**src/rtl/seven_seg_scan_ctrl.sv**
```systemverilog
// Time-multiplexes one external BCD-to-seven-segment decoder across NUM_DIGITS digits.
// Latches BCD words by strobe, scans digits round-robin, and holds a registered pattern per digit.
module seven_seg_scan_ctrl #(
    parameter int NUM_DIGITS = 6,
    parameter int SCAN_DIV   = 4
) (
    input  logic                      clk,
    input  logic                      rst_n,
    input  logic                      load,
    input  logic [4*NUM_DIGITS-1:0]   digits_in,
    input  logic                      lz_blank_en,
    output logic                      load_ack,
    output logic [3:0]                dec_bcd,
    input  logic [6:0]                dec_hex,
    output logic [7*NUM_DIGITS-1:0]   hex_out,
    output logic                      frame_done
);

    localparam int IW = (NUM_DIGITS > 1) ? $clog2(NUM_DIGITS) : 1;
    localparam int CW = (SCAN_DIV > 1) ? $clog2(SCAN_DIV) : 1;
    localparam logic [IW-1:0] LAST_IDX = IW'(NUM_DIGITS - 1);
    localparam logic [CW-1:0] LAST_CNT = CW'(SCAN_DIV - 1);
    localparam logic [6:0]    BLANK    = 7'h7F;

    typedef enum logic {
        LATCH = 1'b0,
        SCAN  = 1'b1
    } state_t;

    state_t                    state, state_d;
    logic [IW-1:0]             idx, idx_d;
    logic [CW-1:0]             cnt, cnt_d;
    logic [4*NUM_DIGITS-1:0]   active, active_d;
    logic [4*NUM_DIGITS-1:0]   pending, pending_d;
    logic                      pending_valid, pending_valid_d;
    logic                      capture;
    logic                      frame_done_d;
    logic [6:0]                pattern;
    logic [3:0]                act_dig [NUM_DIGITS];
    logic [6:0]                hex_r   [NUM_DIGITS];
    logic [NUM_DIGITS-1:0]     lz_run;

    for (genvar g = 0; g < NUM_DIGITS; g++) begin : g_map
        assign act_dig[g]        = active[4*g +: 4];
        assign hex_out[7*g +: 7] = hex_r[g];
    end

    // lz_run[i]: every digit from the top down to i is zero
    always_comb begin
        lz_run = '0;
        lz_run[NUM_DIGITS-1] = (act_dig[NUM_DIGITS-1] == 4'd0);
        for (int i = NUM_DIGITS - 2; i >= 0; i--) begin
            lz_run[i] = lz_run[i+1] && (act_dig[i] == 4'd0);
        end
    end

    always_comb begin
        pattern = dec_hex;
        if (act_dig[idx] > 4'd9) begin
            pattern = BLANK;
        end else if (lz_blank_en && (idx != '0) && lz_run[idx]) begin
            pattern = BLANK;
        end
    end

    // load_ack is combinational so a strobe landing in LATCH is acknowledged in that same cycle
    always_comb begin
        state_d         = state;
        idx_d           = idx;
        cnt_d           = cnt;
        active_d        = active;
        pending_d       = pending;
        pending_valid_d = pending_valid;
        load_ack        = 1'b0;
        dec_bcd         = 4'd0;
        capture         = 1'b0;
        frame_done_d    = 1'b0;

        if (load) begin
            pending_d       = digits_in;
            pending_valid_d = 1'b1;
        end

        case (state)
            LATCH: begin
                if (pending_valid) begin
                    active_d = pending;
                    load_ack = 1'b1;
                    // a fresh strobe this cycle stays pending for the next frame
                    if (!load) pending_valid_d = 1'b0;
                end else if (load) begin
                    active_d        = digits_in;
                    load_ack        = 1'b1;
                    pending_valid_d = 1'b0;
                end
                idx_d   = '0;
                cnt_d   = '0;
                state_d = SCAN;
            end
            SCAN: begin
                dec_bcd = act_dig[idx];
                if (cnt == LAST_CNT) begin
                    cnt_d   = '0;
                    capture = 1'b1;
                    if (idx == LAST_IDX) begin
                        state_d      = LATCH;
                        frame_done_d = 1'b1;
                    end else begin
                        idx_d = idx + IW'(1);
                    end
                end else begin
                    cnt_d = cnt + CW'(1);
                end
            end
            default: state_d = LATCH;
        endcase
    end

    always_ff @(posedge clk or negedge rst_n) begin
        if (!rst_n) begin
            state         <= LATCH;
            idx           <= '0;
            cnt           <= '0;
            active        <= '0;
            pending       <= '0;
            pending_valid <= 1'b0;
            frame_done    <= 1'b0;
        end else begin
            state         <= state_d;
            idx           <= idx_d;
            cnt           <= cnt_d;
            active        <= active_d;
            pending       <= pending_d;
            pending_valid <= pending_valid_d;
            frame_done    <= frame_done_d;
        end
    end

    always_ff @(posedge clk or negedge rst_n) begin
        if (!rst_n) begin
            for (int i = 0; i < NUM_DIGITS; i++) hex_r[i] <= BLANK;
        end else if (capture) begin
            for (int i = 0; i < NUM_DIGITS; i++) begin
                if (idx == IW'(i)) hex_r[i] <= pattern;
            end
        end
    end

endmodule
```
**config.mk**
```make
export PLATFORM = sky130hd
export DESIGN_NAME = seven_seg_scan_ctrl
export DESIGN_NICKNAME = d
export VERILOG_FILES = /design/src/rtl/seven_seg_scan_ctrl.sv
export SDC_FILE = /design/constraint.sdc
export NUM_CORES = 1
export LEC_CHECK = 0
export ABC_AREA = 1
export CAP_MARGIN = 10
export CORE_AREA = 2 2 140 142
export CTS_BUF_LIST = sky130_fd_sc_hd__clkbuf_8 sky130_fd_sc_hd__clkbuf_16
export DETAILED_ROUTE_END_ITERATION = 16
export DIE_AREA = 0 0 142 144
export MAX_ROUTING_LAYER = met4
export RECOVER_POWER = 100
export SYNTH_ARGS = -nofsm -noshare
export SYNTH_HDL_FRONTEND = slang
export SYNTH_SLANG_ARGS = --single-unit
```
**constraint.sdc**
```tcl
create_clock -name clk -period 2.3 [get_ports clk]
set_input_delay 0.46 -clock clk [delete_from_list [all_inputs] [get_ports clk]]
set_output_delay 0.46 -clock clk [all_outputs]
set_load 0.03 [all_outputs]
```
==> results.json <==
{
  "status": "completed",
  "multiInputGateArea_um2": 1780,
  "dp_hpwl_mm": 8.39,
  "synthTopCellsByArea": "dfrtp_1, dfstp_2, nand2_1, o21ai_0, inv_1",
  "path_cells": "buf_4 -> nor2_4 -> o21ai_2 -> nor2_1 -> a21oi_4 -> nor2_1 -> buf_4",
  "setup_violations": 0,
  "synthCells": 539,
  "ys_warn_count": 0,
  "drt_iter0_markers": 287,
  "synth_top_cell_by_area": "dfrtp_1",
  "grt_pass1_wl_mm": 19.2,
  "path_clk_slew_ps": 70,
  "cp.required_ps": 1840,
  "ctsLongestPathBuffers": 2,
  "n_antenna_cell": 0,
  "postCtsHoldBufs": 0,
  "final_min_period_over_clock_period_pct": 94.2,
  "critPathArrivalTime_ps": 1710,
  "ir_drop_v": 0.000375,
  "cts_root_buf": "clkbuf_16",
  "core-area_um2": 19100,
  "maxSlewViolCount": 0,
  "maxCapViolCount": 0,
  "clkLatencyLatePin_ps": 350,
  "grt_pass1_vias": 3507,
  "grt_max_degree": 49,
  "synth.top_cell.area_share_pct": 30.2,
  "worst_slew_pin_slew_ps": 992,
  "slew_headroom_pct": 33.8,
  "cp_top_family": "simple AND/OR/NAND/NOR gates",
  "final-instance-count-excl-fill": 869,
  "rsz0062_at_grt": "yes",
  "synth_nets": 580,
  "drc": 0,
  "cpPeakStageDelay_ps": 440,
  "critPathMaxFanout": 6,
  "port-buffer-count": 82,
  "gp_congestion": 0.780,
  "ys_seq_area_share_pct": 54.0,
  "hp-class": "primary input to asynchronous set/reset pin",
  "placement.cell_area_um2": 5760,
  "nNetsFinal": 667,
  "overflow": 0,
  "grt_usage_pct": 12.5,
  "cp-end-kind": "output pin",
  "drt-vias-per-instance": 4.20,
  "path_buf_inv": 2,
  "power.density_nw_per_um2": 682,
  "antenna_found_initial": 0,
  "critPathSlowestCell": "dfrtp_2",
  "htreeDepth": 3,
  "avgSynthCellArea_um2": 8.60,
  "post-place-cells": 850,
  "cts_buffers": 9,
  "cp-start-kind": "flip-flop",
  "via_count": 3647,
  "die_area_um2": 20400,
  "post_drt_wl_per_cell_um": 13.4,
  "cts_tree": "built",
  "clock-sinks": 98,
  "wl_mm": 11.7,
  "initial_core_util_pct": 24.3,
  "fin_area_um2": 6030,
  "fp-row-count": 51,
  "fin_crit_ps": 2170,
  "hold_ws_ps": 281,
  "skew_ps": 9.87,
  "critPathKind": "flip-flop to output pin",
  "cellLeakagePower_nw": 2.89,
  "dr.pass1.iters": 4,
  "ys_ff_latch": 98,
  "seqCellArea_um2": 2510,
  "fill_cells": 2008,
  "synth_cell_type_count": 31,
  "areaGrowthSynthToFinish_pct": 30.1,
  "postRouteAntennaNets": 0,
  "hold_violations": 0,
  "die_h_um": 144,
  "boundaryPins": 83,
  "dieWidth_um": 142,
  "layout-drive-gt1-share_pct": 16.8,
  "synthesis.area_um2": 4640,
  "max_freq_mhz": 462
}
==> metrics by stage <==
stage	setup WS [ps]	utilization (%)	total power (W)	setup TNS [ps]
6_report	134	31.6	0.00411	0
5_1_grt	-23.4	31.6	0.00434	-23.4
4_1_cts	33.1	31.6	0.00419	0
3_5_place_dp	417	30.2	0.00276	0
3_3_place_gp	407	30.2	0.00274	0
2_1_floorplan	381	-	0.00241	0
==> worst paths after layout <==
path / startpoint / end / slack [ps] / cells after the start
min in group clk: cnt[0]$_DFF_PN0_ / cnt[0]$_DFF_PN0_ / 440 / 1
max in group asynchronous: rst_n / active[6]$_DFFE_PN0P_ / 670 / 2
min reg2reg: cnt[0]$_DFF_PN0_ / cnt[0]$_DFF_PN0_ / 440 / 1
max reg2reg: idx[0]$_DFFE_PN0P_ / hex_out[40]$_DFFE_PN1P_ / 560 / 9
min: rst_n / frame_done$_DFF_PN0_ / 280 / 1
max: idx[1]$_DFFE_PN0P_ / dec_bcd[2] / 130 / 7
==> cells by family after synthesis <==
kind of cell             count (synthesis)  share of synthesized area [%]
AO/OA/AOI/OAI                           94                           12.0
adder cells (fa/ha/maj)                  6                           1.62
buffers and inverters                   88                           7.94
flip-flops                              98                           54.0
AND/OR/NAND/NOR                        253                           24.5
==> layer usage <==
metal / routed length (µm) / global-route usage (%) / vias to the layer above
li1: - / - / 1873
met1: 5980 / 17.8 / 1677
met2: 4970 / 17.6 / 88
met3: 568 / 3.18 / 9
met4: 136 / 3.42 / 0
met5: 0 / - / -
==> what timing repair did <==
action	in CTS	in global routing
setup buffers	0	3
resized for setup	0	5
endpoints found under the hold margin	0	0
endpoints found under the setup margin	0	4
==> power breakdown <==
part / switching [W] / total, W / leakage (nW) / internal (W)
clock: 0.000650 / 0.00141 / 0.139 / 0.000755
sequential: 0.0000727 / 0.00199 / 1.11 / 0.00192
combinational: 0.000440 / 0.000718 / 1.64 / 0.000278
==> registers in the layout (all words and copies together) (netlist names) <==
name / flops
frame_done: 1
hex_out: 42
cnt: 2
pending_valid: 1
pending: 24
idx: 3
active: 24
state: 1
==> synthesized netlist by cell type <==
library cell	count
a21oi_4	1
nand3_4	7
buf_2	2
nor2_1	17
nand2_4	2
a21oi_1	8
a21oi_2	1
ha_1	6
o21ai_1	3
inv_1	62
nand4_1	1
nand2_8	2
dfrtp_1	56
inv_6	1
nor2_2	2
nor3_1	1
dfstp_2	42
o21ai_2	1
o211ai_1	24
nand3_1	11
o21ai_0	52
o22ai_1	1
a31oi_1	3
clkbuf_1	13
nand2_1	206
nand2_2	2
nor3_2	2
buf_6	2
inv_2	6
buf_4	1
buf_8	1
==> layout by cell type, fill, tap and decap left out, types with 3 or more instances in the layout <==
cell type	count
nand2_1	206
nand3_1	11
dfrtp_1	54
buf_4	14
nand3_4	7
o21ai_0	52
clkbuf_16	9
o211ai_1	24
inv_1	63
clkdlybuf4s50_1	75
nor2_1	17
clkbuf_2	4
dfstp_2	42
o21ai_1	3
a21oi_1	7
a31oi_1	3
ha_1	6
clkinv_2	3
inv_2	5
==> layout make-up <==
| cell class | instances | area share (%) |
|---|---|---|
| clock buffer | 10 | 3.96 |
| clock inverter | 6 | 0.581 |
| inverter | 69 | 4.42 |
| multi-input combinational | 353 | 29.5 |
| sequential | 98 | 41.6 |
| tap | 238 | 4.94 |
| timing repair buffer | 95 | 15.0 |
(Power assumes the default switching activity.)
